<file path="config.mk">
export PLATFORM = sky130hd
export DESIGN_NAME = rv_lsu
export DESIGN_NICKNAME = d
export VERILOG_FILES = /design/src/rtl/rv_lsu.sv
export SDC_FILE = /design/constraint.sdc
export NUM_CORES = 1
export LEC_CHECK = 0
export ABC_CLOCK_PERIOD_IN_PS = 1600
export CAP_MARGIN = 20
export CORE_ASPECT_RATIO = 0.8
export CORE_MARGIN = 2
export CORE_UTILIZATION = 47
export CTS_CLUSTER_DIAMETER = 80
export DETAILED_ROUTE_END_ITERATION = 6
export DONT_BUFFER_PORTS = 1
export PLACE_DENSITY = 0.75
export SLEW_MARGIN = 20
export SYNTH_ARGS = -nofsm -noshare
export SYNTH_HDL_FRONTEND = slang
export SYNTH_SLANG_ARGS = --single-unit
</file>
<file path="constraint.sdc">
create_clock -name i_clk -period 1.6 [get_ports i_clk]
set_clock_uncertainty 0.2 [all_clocks]
set_input_delay 0.16 -clock i_clk [delete_from_list [all_inputs] [get_ports i_clk]]
set_output_delay 0.16 -clock i_clk [all_outputs]
set_load 0.005 [all_outputs]
</file>
<file path="src/rtl/rv_lsu.sv">
// rv_lsu: load/store unit sitting right after the ALU.
//
// Accepts one memory op at a time from EX, drives a single-outstanding
// valid/grant/rvalid data-memory port, and returns sign/zero-extended load
// data to writeback. EX is stalled through o_ready while an op is in flight.
//
// Ports:
//   i_clk, i_rst_n            clock (rising edge), synchronous active-low reset
//   i_valid / o_ready         op handshake from EX
//   i_is_store, i_funct3      op kind and RV32I width/sign code
//   i_addr, i_store_data      effective address and rs2 value
//   i_rd                      load destination register
//   o_mem_req / i_mem_gnt     memory request handshake
//   o_mem_addr/we/be/wdata    word-aligned address, write enable, byte lanes, data
//   i_mem_rvalid/i_mem_rdata  read response
//   o_wb_valid/o_wb_rd/o_wb_data  load writeback (valid is a one-cycle pulse)
//   o_done                    one-cycle pulse on any retire (load, store, error)
//   o_err/o_err_addr          one-cycle pulse on misaligned/illegal op, plus address
module rv_lsu #(
   parameter int WIDTH   = 32,
   parameter int RD_BITS = 5
) (
   input  logic               i_clk,
   input  logic               i_rst_n,
   input  logic               i_valid,
   output logic               o_ready,
   input  logic               i_is_store,
   input  logic [2:0]         i_funct3,
   input  logic [WIDTH-1:0]   i_addr,
   input  logic [WIDTH-1:0]   i_store_data,
   input  logic [RD_BITS-1:0] i_rd,
   output logic               o_mem_req,
   input  logic               i_mem_gnt,
   output logic [WIDTH-1:0]   o_mem_addr,
   output logic               o_mem_we,
   output logic [3:0]         o_mem_be,
   output logic [WIDTH-1:0]   o_mem_wdata,
   input  logic               i_mem_rvalid,
   input  logic [WIDTH-1:0]   i_mem_rdata,
   output logic               o_wb_valid,
   output logic [RD_BITS-1:0] o_wb_rd,
   output logic [WIDTH-1:0]   o_wb_data,
   output logic               o_done,
   output logic               o_err,
   output logic [WIDTH-1:0]   o_err_addr
);

   typedef enum logic [1:0] {IDLE = 2'd0, REQ = 2'd1, WAIT = 2'd2} state_t;

   state_t               state_reg, state_next;

   // Captured op
   logic                 is_store_reg;
   logic [2:0]           funct3_reg;
   logic [WIDTH-1:0]     addr_reg;
   logic [WIDTH-1:0]     data_reg;
   logic [RD_BITS-1:0]   rd_reg;

   // Retire outputs
   logic                 wb_valid_reg, done_reg, err_reg;
   logic [RD_BITS-1:0]   wb_rd_reg;
   logic [WIDTH-1:0]     wb_data_reg, err_addr_reg;

   logic                 accept, funct3_illegal, misaligned, op_bad;
   logic [WIDTH-1:0]     rdata_shifted, load_ext;
   logic [3:0]           be_lanes;
   logic [WIDTH-1:0]     wdata_lanes;

   assign accept = (state_reg == IDLE) && i_valid;

   // Legality of the op presented by EX, evaluated in the accept cycle so a
   // bad op never leaves IDLE.
   always_comb begin
      funct3_illegal = 1'b1;
      case (i_funct3)
         3'b000, 3'b001, 3'b010: funct3_illegal = 1'b0;
         3'b100, 3'b101:         funct3_illegal = i_is_store;
         default:                funct3_illegal = 1'b1;
      endcase
   end

   // funct3[1:0] encodes size: 00 byte, 01 half, 10 word
   always_comb begin
      misaligned = 1'b0;
      case (i_funct3[1:0])
         2'b01:   misaligned = i_addr[0];
         2'b10:   misaligned = (i_addr[1:0] != 2'b00);
         default: misaligned = 1'b0;
      endcase
   end

   assign op_bad = funct3_illegal | misaligned;

   // State register
   always_ff @(posedge i_clk) begin
      if (!i_rst_n) state_reg <= IDLE;
      else          state_reg <= state_next;
   end

   // Next-state logic
   always_comb begin
      state_next = state_reg;
      case (state_reg)
         IDLE: if (accept && !op_bad) state_next = REQ;
         REQ:  if (i_mem_gnt) state_next = is_store_reg ? IDLE : WAIT;
         WAIT: if (i_mem_rvalid) state_next = IDLE;
         default: state_next = IDLE;
      endcase
   end

   // Load extraction from the returned word
   assign rdata_shifted = i_mem_rdata >> {addr_reg[1:0], 3'b000};

   always_comb begin
      load_ext = rdata_shifted;
      case (funct3_reg)
         3'b000:  load_ext = {{(WIDTH-8){rdata_shifted[7]}}, rdata_shifted[7:0]};
         3'b100:  load_ext = {{(WIDTH-8){1'b0}}, rdata_shifted[7:0]};
         3'b001:  load_ext = {{(WIDTH-16){rdata_shifted[15]}}, rdata_shifted[15:0]};
         3'b101:  load_ext = {{(WIDTH-16){1'b0}}, rdata_shifted[15:0]};
         default: load_ext = rdata_shifted;
      endcase
   end

   // Op capture and registered retire pulses
   always_ff @(posedge i_clk) begin
      if (!i_rst_n) begin
         is_store_reg <= 1'b0;
         funct3_reg   <= 3'b000;
         addr_reg     <= '0;
         data_reg     <= '0;
         rd_reg       <= '0;
         wb_valid_reg <= 1'b0;
         done_reg     <= 1'b0;
         err_reg      <= 1'b0;
         wb_rd_reg    <= '0;
         wb_data_reg  <= '0;
         err_addr_reg <= '0;
      end else begin
         wb_valid_reg <= 1'b0;
         done_reg     <= 1'b0;
         err_reg      <= 1'b0;
         if (accept) begin
            is_store_reg <= i_is_store;
            funct3_reg   <= i_funct3;
            addr_reg     <= i_addr;
            data_reg     <= i_store_data;
            rd_reg       <= i_rd;
            if (op_bad) begin
               err_reg      <= 1'b1;
               done_reg     <= 1'b1;
               err_addr_reg <= i_addr;
            end
         end
         if (state_reg == REQ && i_mem_gnt && is_store_reg)
            done_reg <= 1'b1;
         if (state_reg == WAIT && i_mem_rvalid) begin
            wb_valid_reg <= 1'b1;
            done_reg     <= 1'b1;
            wb_rd_reg    <= rd_reg;
            wb_data_reg  <= load_ext;
         end
      end
   end

   // Per-lane byte enables and replicated write data. Only legal store sizes
   // reach REQ, and they are naturally aligned, so lane selection is simple.
   genvar gi;
   generate
      for (gi = 0; gi < 4; gi++) begin : g_lane
         localparam logic [1:0] LANE = 2'(gi);
         assign be_lanes[gi] = !is_store_reg
                             || (funct3_reg[1:0] == 2'b10)
                             || (funct3_reg[1:0] == 2'b00 && addr_reg[1:0] == LANE)
                             || (funct3_reg[1:0] == 2'b01 && addr_reg[1] == LANE[1]);
         assign wdata_lanes[gi*8 +: 8] =
              (funct3_reg[1:0] == 2'b00) ? data_reg[7:0]
            : (funct3_reg[1:0] == 2'b01) ? data_reg[8*(gi%2) +: 8]
            :                              data_reg[8*gi +: 8];
      end
   endgenerate

   // Outputs: memory port is only driven while a request is pending
   always_comb begin
      o_ready     = (state_reg == IDLE);
      o_mem_req   = (state_reg == REQ);
      o_mem_addr  = '0;
      o_mem_we    = 1'b0;
      o_mem_be    = 4'b0000;
      o_mem_wdata = '0;
      if (state_reg == REQ) begin
         o_mem_addr  = {addr_reg[WIDTH-1:2], 2'b00};
         o_mem_we    = is_store_reg;
         o_mem_be    = be_lanes;
         o_mem_wdata = is_store_reg ? wdata_lanes : '0;
      end
      o_wb_valid  = wb_valid_reg;
      o_wb_rd     = wb_rd_reg;
      o_wb_data   = wb_data_reg;
      o_done      = done_reg;
      o_err       = err_reg;
      o_err_addr  = err_addr_reg;
   end

endmodule

</file>
**After elaboration in Yosys (flattened, before gate mapping)**

Cells that the tools add are included.

- Bits in registers: 147
- Input port bits: 110

- Equality and inequality tests: 19
- Shift-type cells: 1
- Multiplexer cells: 23
- Bitwise logic cells: 2
- Reductions and logical operators: 32

Operator list:

| kind | count |
|---|---|
| 32-bit case mux with 4 select lines | 1 |
| 32-bit 2-to-1 mux | 3 |
| 8-bit 2-to-1 mux | 5 |
| 32-bit by 5-bit right shift with 32-bit output | 1 |
| 3-bit == test, second input constant | 4 |
| 1-bit logical AND | 11 |
| 2-bit == test, second input constant | 5 |
| 1-bit logical OR | 9 |
| 2-bit by 1-bit == test with 1-bit output, second input constant | 4 |
| 2-bit 2-to-1 mux | 4 |
| 3-bit by 1-bit == test with 1-bit output, second input constant | 2 |
| 2-bit zero test | 3 |
| 3-bit zero test | 2 |
| 1-bit 2-to-1 mux | 6 |
| 2-bit case mux with 3 select lines | 1 |
| 4-bit 2-to-1 mux | 1 |
| 2-bit by 1-bit != test with 1-bit output, second input constant | 2 |
| 1-bit case mux with 2 select lines | 2 |
| 3-bit by 2-bit == test with 1-bit output, second input constant | 1 |
| 3-bit AND reduction | 1 |
| 3-bit OR reduction | 1 |
| 1-bit zero test | 2 |
| 2-bit != test, second input constant | 1 |
| 2-bit AND reduction | 1 |
| other kinds (4) | 4 |

**Longest topological paths before layout**

Gate-level depths: netlist (run 1).

- Depth after elaboration: 8
- Gate-level depth with buffers: 7
- Depth with buffers taken out: 6

**Worst setup path after synthesis (run 1)**

OpenSTA, ideal clock, no wires.

- Path kind: input -> register
- Start: input i_funct3[1]
- End: register err_addr_reg[10], in the netlist o_err_addr[10]
- Data arrival time: 1.394 ns
- Data required time: 1.328 ns
- Setup slack: -0.066 ns
- Cell stages on the path: 7
- Path buffers: 1
- Path through: inv_1 > ha_1 > nor3_1 > o22ai_1 > a31oi_4 > buf_6 > mux2i_1

- Word-level cells in the longest chain between the ends: 5
- Elaborated cells between the ends (all ways): 13
- Classes of those cells: 6 x eq/ne; 2 x mux; 1 x bitwise; 4 x reduce/logical

Ends and longest elaborated chain:

| what | RTL line | source |
|---|---|---|
| from (decl) | 28 | `input logic [2:0] i_funct3,` |
| 3-bit by 1-bit == test with 1-bit output, or another cell as far along | 75 | `case (i_funct3)` |
| 3-bit OR reduction or 2-bit OR reduction (tied branches) | 75 |  |
| 1-bit case mux with 2 select lines | 75 |  |
| 1-bit bitwise OR * | 92 | `assign op_bad = funct3_illegal \| misaligned;` |
| 2-bit AND reduction (no line) * | -- |  |
| to (signal assigned) | 152 | `err_addr_reg <= i_addr;` |
| to (decl) | 62 | `logic [WIDTH-1:0] wb_data_reg, err_addr_reg;` |

Every way passes the cells marked *; elsewhere a longest branch is shown, timed or not.
A chain may end at the register's enable or synchronous reset.

**Worst setup path in the final report (run 1)**

- Start: register funct3_reg[0]
- End: output o_mem_wdata[25]

- Word-level cells in the longest chain between the ends: 5
- Elaborated cells between the ends (all ways): 6
- Classes of those cells: 1 x eq/ne; 4 x mux; 1 x reduce/logical

Ends and longest elaborated chain:

| what | RTL line | source |
|---|---|---|
| from (decl) | 54 | `logic [2:0] funct3_reg;` |
| from (signal assigned) | 145 | `funct3_reg <= i_funct3;` |
| 2-bit by 1-bit == test with 1-bit output | 178 | `: (funct3_reg[1:0] == 2'b01) ? data_reg[8*(gi%2) +: 8]` |
| 8-bit 2-to-1 mux | 178 |  |
| 8-bit 2-to-1 mux * | 177 | `(funct3_reg[1:0] == 2'b00) ? data_reg[7:0]` |
| 32-bit 2-to-1 mux * | 195 | `o_mem_wdata = is_store_reg ? wdata_lanes : '0;` |
| 32-bit 2-to-1 mux * | 191 | `if (state_reg == REQ) begin` |
| to (decl) | 37 | `output logic [WIDTH-1:0] o_mem_wdata,` |

Marks and branches as above.

==> results of run 1 <==
[cell usage after synthesis]
library cell	n	area share
sky130_fd_sc_hd__and3_1	9	0.0082
sky130_fd_sc_hd__nor2b_1	4	0.0036
sky130_fd_sc_hd__xnor2_1	1	0.0013
sky130_fd_sc_hd__buf_2	29	0.021
sky130_fd_sc_hd__o21ai_1	1	0.00072
sky130_fd_sc_hd__a31oi_4	1	0.0031
sky130_fd_sc_hd__o31ai_4	1	0.0031
sky130_fd_sc_hd__mux2_2	15	0.024
sky130_fd_sc_hd__conb_1	1	0.00054
sky130_fd_sc_hd__dfxtp_1	147	0.43
sky130_fd_sc_hd__nand2_1	272	0.15
sky130_fd_sc_hd__and2_1	34	0.031
sky130_fd_sc_hd__nor2_2	1	0.00091
sky130_fd_sc_hd__nand3_1	1	0.00072
sky130_fd_sc_hd__and4_1	1	0.0013
sky130_fd_sc_hd__nor2_1	30	0.016
sky130_fd_sc_hd__o2bb2ai_2	1	0.0022
sky130_fd_sc_hd__o21a_1	2	0.0022
sky130_fd_sc_hd__mux2_4	1	0.0022
sky130_fd_sc_hd__nor3b_1	2	0.0022
sky130_fd_sc_hd__clkbuf_1	34	0.018
sky130_fd_sc_hd__a311oi_1	1	0.0013
sky130_fd_sc_hd__mux4_2	1	0.0033
sky130_fd_sc_hd__nand3b_1	1	0.0011
sky130_fd_sc_hd__a21boi_0	87	0.095
sky130_fd_sc_hd__o211ai_1	8	0.0087
sky130_fd_sc_hd__o31a_1	1	0.0013
sky130_fd_sc_hd__a22o_1	7	0.0089
sky130_fd_sc_hd__o21ai_0	28	0.020
sky130_fd_sc_hd__buf_4	3	0.0033
sky130_fd_sc_hd__or2_2	1	0.00091
sky130_fd_sc_hd__ha_1	3	0.0054
sky130_fd_sc_hd__nand2b_2	1	0.0013
sky130_fd_sc_hd__and3b_1	1	0.0013
sky130_fd_sc_hd__a21oi_1	44	0.032
sky130_fd_sc_hd__nor3_1	2	0.0014
sky130_fd_sc_hd__o22ai_1	1	0.00091
sky130_fd_sc_hd__nand2b_1	2	0.0018
sky130_fd_sc_hd__a21boi_2	1	0.0016
sky130_fd_sc_hd__buf_6	5	0.0082
sky130_fd_sc_hd__mux2i_1	57	0.083
sky130_fd_sc_hd__inv_1	5	0.0027
[worst paths after layout]
path                       from              end  depth (start not counted)
hold / removal          i_rst_n     state_reg[0]                          1
setup reg to reg   state_reg[1]   o_err_addr[12]                          7
hold reg to reg    data_reg[27]     data_reg[27]                          2
setup / recovery  funct3_reg[0]  o_mem_wdata[25]                          5
[cells by family (layout without fill, tap and decap cells)]
logic type | count (synthesis) | after routing | synth area share
AO/OA/AOI/OAI | 184 | 184 | 0.181
flip-flops | 147 | 147 | 0.426
XOR/XNOR | 1 | 1 | 0.00127
multiplexers | 74 | 74 | 0.113
other | 1 | 3 | 0.000543
buffers and inverters | 76 | 270 | 0.0536
AND/OR/NAND/NOR | 362 | 362 | 0.220
adder cells (fa/ha/maj) | 3 | 3 | 0.00544
[final cells by class]
class                   instances  share of cell area
multi-input cells             626               0.387
flip-flops and latches        147               0.275
repair buffers                235               0.256
clock buffers                  21              0.0436
well taps                     184              0.0213
clock inverters                 9              0.0143
inverters                       5             0.00290
diodes                          1            0.000232
[critical path, stage by stage (launching register included)]
cell and delay [ns]:
sky130_fd_sc_hd__dfxtp_4 0.41, sky130_fd_sc_hd__buf_8 0.14, sky130_fd_sc_hd__mux2i_2 0.24, sky130_fd_sc_hd__nor2_1 0.08, sky130_fd_sc_hd__a21oi_1 0.20, sky130_fd_sc_hd__nor2_1 0.10
[timing repair]
| action | in CTS | in global routing |
|---|---|---|
| cloned | 10 | 7 |
| pin swaps | 45 | 21 |
| buffers inserted | 16 | 12 |
| resized for setup | 137 | 127 |
| hold endpoints to repair | 147 | 108 |
| endpoints found under the setup margin | 127 | 167 |
| hold buffers | 149 | 6 |
[placed cells by master (no fill, tap or decap), drive strengths merged, types with 3 or more instances in the layout]
master,count
and3,9
o21ai,29
nand2b,3
ha,3
clkinv,4
bufinv,4
buf,73
dlygate4sd3,155
dfxtp,147
inv,4
clkbuf,28
a21oi,44
o211ai,8
nor2b,4
mux2i,57
and2,34
nor2,31
mux2,16
a21boi,88
nand2,272
a22o,7
[metal layers]
layer / vias to the layer above / wire [um] / track usage / share of wire
met3: 83 / 2470 / 0.105 / 0.094
met2: 424 / 12900 / 0.527 / 0.49
met1: 3389 / 10000 / 0.360 / 0.38
met4: 0 / 1010 / 0.116 / 0.038
met5: - / 0 / 0 / 0
li1: 3187 / - / - / -
[report_power, final]
group / switching (mW) / total, mW / internal [mW] / leakage (nW)
combinational: 0.859 / 1.91 / 1.05 / 2.50
sequential: 0.203 / 4.07 / 3.87 / 1.21
clock: 1.55 / 4.27 / 2.72 / 0.301
total: 2.61 / 10.2 / 7.63 / 4.01
[through the flow]
stage,util,cell area (sq um),power [mW],cells,hold WS [ns]
global route,0.755,10800,10.6,1228,-0.338
global placement,0.503,7190,5.03,997,0.0924
finish,0.755,10800,10.2,1228,-0.310
detailed placement,0.503,7190,5.05,997,0.0984
CTS,0.709,10100,9.84,1202,-0.338
floorplan,-,6940,4.83,849,0.0943
==> metrics.txt, run 1 <==
global router's overall resource usage 0.308; pin count of the biggest net entering global routing approximately 170; Arr. time, crit path 1.57 ns; type of the worst setup path reg -> out; first-iteration detailed-routing DRC count slightly above 500; sort of element at the end of the critical path output port; Ports 253; Chip Width ~140 um; antenna violations before repair 1; final slew viol count 0; Hold Path Class in -> reg; critical-path maximum fanout 5; Pre-Repair DR Iteration Count 5; WHS -0.310 ns; least setup slack across all paths after layout -0.327 ns; data required time at the worst endpoint 1.24 ns; # rows 39; Leak Pwr ~4 nW; Peak supply drop 1260 uV; status finished, violations left; core region area 14300 sq um; number of max-capacitance violations reported 0; number of DRC violations after detailed routing 0; number of vias after detailed routing roughly 7100; count of nets left with antenna violations after detail routing 0; final setup violation count 133; maximum operating frequency 519 MHz; Clk pin slew, worst setup/hold paths 0.06 ns; cell area after technology mapping roughly 7000 sq um; multi-input combinational cell area 4170 sq um; post-route setup TNS -17.24 ns; via count of the first global-routing pass 6901; Seq cells post-synth 147; sum of net half-perimeters after detailed placement between 10000 and 15000 um; Remaining Overflow, GRT 0; area used by sequential logic in the layout 2960 sq um; # fillers 900; final critical-path share of the clock period 1.20; overall die area 15700 sq um; number of buffers inserted by port buffering 0; library cell used as clock root buffer sky130_fd_sc_hd__clkbuf_16; count of final hold-check violations roughly 110; Cells after Synth 848; clock latency on the worst-skew pair 0.41 ns; crit path launch type flip-flop; Post-Synthesis Mean Instance Area about 8.1 sq um; CTS HTree Levels 4; routed length per instance 21.5 um; Area Growth Syn to Fin 56.3%; sink count of the clock tree 147; register-to-register path setup slack -0.17 ns; Clock Tree Buf Depth 2; post-layout min period 1.93 ns; global-route wire length before repair 38100 um; number of nets in the final layout 1145; starting density of the core 0.483; proportion of synthesized chip area in sequential cells 0.426; average vias per placed instance about 5.8; Die Y between 100 and 150 um; power density cells 949 nW/um^2; setup repair after global routing missed its margin true; Num CTS Buffers 17; Synthesis Warnings 0; fraction of layout cells with a size suffix above 1 0.241; RePlAce Congestion 0.830; CTS tree built; Distinct cells, synth 42; violated checks negative hold slack, negative setup slack; post-detailed-routing wire length about 26000 um; post-placement worst setup slack -0.0885 ns
(Power assumes the default switching activity.)
==> run 2: changes to the inputs <==
CAP_MARGIN = unset   (was 20)
CORE_UTILIZATION = 50   (was 47)
CTS_BUF_LIST = sky130_fd_sc_hd__clkbuf_16   (was unset)
PLACE_DENSITY = 0.79   (was 0.75)
==> metrics.txt, run 2 (synthesized netlist as in run 1, its figures left out) <==
core region area 13500 sq um (was 14300 sq um); CTS tree built (unchanged); Remaining Overflow, GRT 0 (unchanged); clock latency on the worst-skew pair 0.42 ns (was 0.41 ns); final slew viol count 0 (unchanged); Cell Int Power 7.11 mW (was 7.63 mW); worst-path cell chain buf_16 -> nor2_4 -> buf_8 -> nand2_2 -> a21oi_2 (was buf_8 -> mux2i_2 -> nor2_1 -> a21oi_1 -> nor2_1); delay of the slowest critical-path stage 0.38 ns (was 0.41 ns); Hold Path Class in -> reg (unchanged); status finished, violations left (unchanged); sink count of the clock tree 147 (unchanged); number of max-capacitance violations reported 0 (unchanged); global-route wire length before repair 35400 um (was 38100 um); sum of net half-perimeters after detailed placement 12500 um (was 13000 um); least setup slack across all paths after layout -0.257 ns (was -0.327 ns); number of vias after detailed routing 6979 (was 7083); first-iteration detailed-routing DRC count 553 (was 518); library cell used as clock root buffer sky130_fd_sc_hd__clkbuf_16 (unchanged); CTS HTree Levels 4 (unchanged); global router's overall resource usage 0.313 (was 0.308); commonest non-fill, non-tap cell in the layout sky130_fd_sc_hd__nand2_1 (unchanged); WHS -0.279 ns (was -0.310 ns); Reg power frac 0.419 (was 0.397); violated checks negative hold slack, negative setup slack (unchanged); count of final hold-check violations 108 (unchanged); # rows 38 (was 39); Switching Power 2.60 mW (was 2.61 mW); sort of element at the end of the critical path output port (unchanged); Top Family by Delay on Critical Path flip-flops (unchanged); power density cells 923 nW/um^2 (was 949 nW/um^2); Chip Width 135 um (was 140 um); type of the worst setup path reg -> out (unchanged); Max stage delay cell, worst path sky130_fd_sc_hd__dfxtp_4 (unchanged); number of buffers inserted by port buffering 0 (unchanged); crit path launch type flip-flop (unchanged); post-route setup TNS -18.66 ns (was -17.24 ns); critical-path maximum fanout 8 (was 5); highest-count cells in the layout ignoring fill and taps 262 x sky130_fd_sc_hd__nand2_1, 160 x sky130_fd_sc_hd__dlygate4sd3_1, 142 x sky130_fd_sc_hd__dfxtp_1 (was 268 x sky130_fd_sc_hd__nand2_1, 155 x sky130_fd_sc_hd__dlygate4sd3_1, 140 x sky130_fd_sc_hd__dfxtp_1); number of DRC violations after detailed routing 0 (unchanged); Peak supply drop 835 uV (was 1260 uV); sw frac 0.268 (was 0.255); critical path depth in cells 5 (unchanged); Pre-Repair DR Iteration Count 5 (unchanged); Leak Pwr 3.87 nW (was 4.01 nW); Clock Tree Buf Depth 2 (unchanged); antenna violations before repair 1 (unchanged); worst path buffer plus inverter count 2 (was 1); Ports 253 (unchanged); final setup violation count 126 (was 133); average vias per placed instance 5.75 (was 5.77); final critical-path share of the clock period 1.16 (was 1.20); pin count of the biggest net entering global routing 174 (unchanged); Arr. time, crit path 1.50 ns (was 1.57 ns); post-layout min period 1.86 ns (was 1.93 ns); number of nets in the final layout 1134 (was 1145); Area Growth Syn to Fin 52.3% (was 56.3%); via count of the first global-routing pass 6646 (was 6901); clock network fraction of total power 0.392 (was 0.416); maximum operating frequency 538 MHz (was 519 MHz); count of nets left with antenna violations after detail routing 0 (unchanged); fraction of layout cells with a size suffix above 1 0.213 (was 0.241); hold depth 1 (unchanged); cell count of the worst reg-to-reg path 7 (unchanged); Total Power 9.71 mW (was 10.2 mW); overall die area 14800 sq um (was 15700 sq um); starting density of the core 0.511 (was 0.483); share of power burned in combinational logic 0.189 (was 0.186); routed length per instance 21.3 um (was 21.5 um); Num CTS Buffers 17 (unchanged); data required time at the worst endpoint 1.24 ns (about the same); Die Y 109 um (was 112 um); Clk pin slew, worst setup/hold paths 0.06 ns (about the same); post-detailed-routing wire length 25900 um (was 26400 um); RePlAce Congestion 0.858 (was 0.830); setup repair after global routing missed its margin true (unchanged)
==> run 2: changes by cell type in the layout (fill, tap and decap cells not counted), sizes merged <==
cell	change
and2	+1
inv	+4
clkbuf	-2
clkinv	+1
buf	-19
clkinvlp	+1
bufinv	-2
dlygate4sd3	+5
==> run 2: path summary, 6_finish.rpt <==
kind                                     from         endpoint  slack (ns)
worst min register to register   data_reg[25]     data_reg[25]        0.26
worst max register to register   state_reg[1]    o_err_addr[9]       -0.19
worst max-delay path            funct3_reg[0]  o_mem_wdata[11]       -0.26
worst min-delay path                  i_rst_n     addr_reg[11]       -0.28
==> run 2: through the flow <==
stage | hold WS, ns | utilization | std cells | instance area [sq um] | setup slack [ns]
finish | -0.279 | 0.779 | 1213 | 10500 | -0.257
global route | -0.322 | 0.779 | 1213 | 10500 | -0.302
detailed placement | 0.102 | 0.532 | 990 | 7190 | -0.0793
global placement | 0.101 | 0.532 | 990 | 7190 | -0.0125
CTS | -0.337 | 0.734 | 1197 | 9910 | -0.233
floorplan | 0.0943 | - | 849 | 6940 | -0.0555
==> run 2: what timing repair did <==
action                                  in CTS  in global routing
gates resized for setup                    102                110
hold buffers                               159                  1
setup buffers                               11                  8
gates cloned                                 7                 11
endpoints found under the setup margin     128                158
hold endpoints to repair                   147                111
pin swaps                                   23                 35
==> run 2: final cells by class <==
type,instances,area (sq um)
clock buffer,17,425
clock inverter,13,123
antenna,1,2.50
tap,180,225
multi-input combinational,627,4130
timing repair buffer,223,2620
sequential,147,2960
inverter,5,28.8
fill,815,2990
==> run 2: power by group through the flow <==
| stage | registers [mW] | clock network [mW] | logic [mW] |
|---|---|---|---|
| 2_1_floorplan | 4.04 | 0 | 0.788 |
| 3_3_place_gp | 4.09 | 0 | 0.933 |
| 3_5_place_dp | 4.10 | 0 | 0.961 |
| 4_1_cts | 4.03 | 3.83 | 1.50 |
| 5_1_grt | 4.08 | 4.01 | 1.94 |
| 6_report | 4.06 | 3.81 | 1.83 |
==> run 2: routing by layer <==
metal,global-route usage,vias up,part of all wire
li1,-,3164,-
met1,0.366,3329,0.38
met2,0.525,398,0.48
met3,0.112,88,0.091
met4,0.129,0,0.042
met5,0,-,0
==> run 3: changes to the inputs <==
CELL_PAD_IN_SITES_DETAIL_PLACEMENT = 1   (was unset)
CELL_PAD_IN_SITES_GLOBAL_PLACEMENT = 1   (was unset)
CORE_UTILIZATION = 41   (was 50)
PLACE_DENSITY = 0.87   (was 0.79)
==> metrics.txt, run 3 (synthesized netlist as in run 1, its figures left out) <==
setup repair after global routing missed its margin true (unchanged); Area Growth Syn to Fin 56.1% (was 52.3%); Total Power 10.1 mW (was 9.71 mW); Die Y 120 um (was 109 um); first-iteration detailed-routing DRC count 376 (was 553); Peak supply drop 669 uV (was 835 uV); share of power burned in combinational logic 0.190 (was 0.189); CTS tree built (unchanged); pin count of the biggest net entering global routing 174 (unchanged); Antenna Diode Count 0 (was 1); starting density of the core 0.418 (was 0.511); clock latency on the worst-skew pair 0.43 ns (was 0.42 ns); count of final hold-check violations 108 (unchanged); count of nets left with antenna violations after detail routing 0 (unchanged); Leak Pwr 3.94 nW (was 3.87 nW); sum of net half-perimeters after detailed placement 14900 um (was 12500 um); Arr. time, crit path 1.66 ns (was 1.50 ns); hold depth 1 (unchanged); worst-path cell chain inv_1 -> a21oi_2 -> o21ai_1 -> a21oi_2 -> buf_4 (was buf_16 -> nor2_4 -> buf_8 -> nand2_2 -> a21oi_2); global router's overall resource usage 0.325 (was 0.313); Clock Tree Buf Depth 2 (unchanged); critical-path maximum fanout 6 (was 8); core region area 16500 sq um (was 13500 sq um); CTS HTree Levels 4 (unchanged); Reg power frac 0.405 (was 0.419); status finished, violations left (unchanged); power density cells 935 nW/um^2 (was 923 nW/um^2); Pre-Repair DR Iteration Count 5 (unchanged); post-layout min period 2.02 ns (was 1.86 ns); violated checks negative hold slack, negative setup slack (unchanged); Num CTS Buffers 17 (unchanged); worst hold endpoint addr_reg[9] (was addr_reg[11]); least setup slack across all paths after layout -0.420 ns (was -0.257 ns); sort of element at the end of the critical path output port (unchanged); global-route wire length before repair 44400 um (was 35400 um); via count of the first global-routing pass 7752 (was 6646); antenna violations before repair 0 (was 1); final slew viol count 0 (unchanged); post-route setup TNS -29.47 ns (was -18.66 ns); register-to-register path setup slack -0.27 ns (was -0.19 ns); crit path launch type flip-flop (unchanged); Chip Width 149 um (was 135 um); delay of the slowest critical-path stage 0.41 ns (was 0.38 ns); endpoint of the lowest-slack register-to-register path o_wb_data[28] (was o_err_addr[9]); maximum operating frequency 495 MHz (was 538 MHz); Critical R2R Launch addr_reg[1] (was state_reg[1]); routed length per instance 26.2 um (was 21.3 um); # rows 42 (was 38); RePlAce Congestion 0.847 (was 0.858); highest-count cells in the layout ignoring fill and taps 260 x sky130_fd_sc_hd__nand2_1, 158 x sky130_fd_sc_hd__dlygate4sd3_1, 139 x sky130_fd_sc_hd__dfxtp_1 (was 262 x sky130_fd_sc_hd__nand2_1, 160 x sky130_fd_sc_hd__dlygate4sd3_1, 142 x sky130_fd_sc_hd__dfxtp_1); average vias per placed instance 5.76 (was 5.75); Switching Power 2.95 mW (was 2.60 mW); overall die area 17900 sq um (was 14800 sq um); number of max-capacitance violations reported 0 (unchanged); WHS -0.311 ns (was -0.279 ns); number of DRC violations after detailed routing 0 (unchanged); start point of the worst hold path i_rst_n (unchanged); final critical-path share of the clock period 1.26 (was 1.16); library cell used as clock root buffer sky130_fd_sc_hd__clkbuf_16 (unchanged); number of buffers inserted by port buffering 0 (unchanged); commonest non-fill, non-tap cell in the layout sky130_fd_sc_hd__nand2_1 (unchanged); post-detailed-routing wire length 33100 um (was 25900 um); number of vias after detailed routing 7284 (was 6979); cell count of the worst reg-to-reg path 8 (was 7); Clk pin slew, worst setup/hold paths 0.07 ns (was 0.06 ns); Ports 253 (unchanged); data required time at the worst endpoint 1.24 ns (about the same); number of nets in the final layout 1144 (was 1134); type of the worst setup path reg -> out (unchanged); fraction of layout cells with a size suffix above 1 0.254 (was 0.213); final setup violation count 134 (was 126); most repeated library cell on the critical path sky130_fd_sc_hd__a21oi_2; Remaining Overflow, GRT 0 (unchanged); Cell Int Power 7.14 mW (was 7.11 mW); sw frac 0.292 (was 0.268); Max stage delay cell, worst path sky130_fd_sc_hd__dfxtp_4 (unchanged); clock network fraction of total power 0.405 (was 0.392); Hold Path Class in -> reg (unchanged); sink count of the clock tree 147 (unchanged)
[run 3: cell count changes in the layout (fill, tap and decap cells not counted), sizes merged]
cell	delta
buf	+14
clkbuf	-3
dlygate4sd3	-2
bufbuf	+2
clkinv	+2
diode	-1
and2	-1
[run 3: worst max-delay path, delay by kind of cell (launching register included)]
| kind | cells | cell delay, ns |
|---|---|---|
| flip-flops | 1 | 0.41 |
| buffers and inverters | 2 | 0.26 |
| AO/OA/AOI/OAI | 3 | 0.57 |
[run 3: cell type report]
class                           instances  area, sq um
Tap cell                              220          275
Fill cell                            1758         5720
Timing Repair Buffer                  234         2640
Multi-Input combinational cell        626         4300
Inverter                                5         21.3
Clock buffer                           17          425
Sequential cell                       147         2970
Clock inverter                         15          156
[run 3: power by group through the flow]
stage	logic (mW)	clock network [mW]	registers, mW
after global routing	2.01	4.25	4.10
final	1.92	4.08	4.08
after global placement	0.944	0	4.09
after CTS	1.55	4.06	4.04
after detailed placement	0.990	0	4.10
after floorplan	0.788	0	4.04
[run 3: how the worst max path moves through the flow]
stage                  startpoint         endpoint  slack (ns)  cells past startpoint
detailed placement    i_funct3[1]   o_err_addr[25]       -0.18                      6
CTS                 funct3_reg[0]  o_mem_wdata[24]       -0.26                      5
global route        funct3_reg[0]      o_mem_be[0]       -0.45                      5
floorplan             addr_reg[1]    o_wb_data[20]       -0.06                      6
finish              funct3_reg[0]      o_mem_be[0]       -0.42                      5
global placement      addr_reg[1]    o_wb_data[11]       -0.07                      5
[run 3: repair_timing]
action,CTS,global route
setup buffers,22,7
hold endpoints to repair,147,108
cloned,6,6
pin swaps,14,26
resized for setup,121,107
setup endpoints to repair,146,178
hold buffers,156,2
[run 3: routing by layer]
metal	GRT usage	wire [um]	vias up	share of wire
met5	0	0	-	0
met4	0.138	1450	0	0.044
met3	0.106	2840	116	0.086
met2	0.584	16800	396	0.51
met1	0.349	12100	3600	0.36
li1	-	-	3172	-
[run 3: metrics by stage]
stage	utilization	hold slack, ns	cells	setup WS [ns]	instance area, sq um
3_3_place_gp	0.440	0.0992	1034	-0.0667	7250
5_1_grt	0.653	-0.329	1264	-0.448	10800
2_1_floorplan	-	0.0943	849	-0.0555	6940
4_1_cts	0.616	-0.337	1250	-0.261	10200
3_5_place_dp	0.440	0.104	1034	-0.182	7250
6_report	0.653	-0.311	1264	-0.420	10800
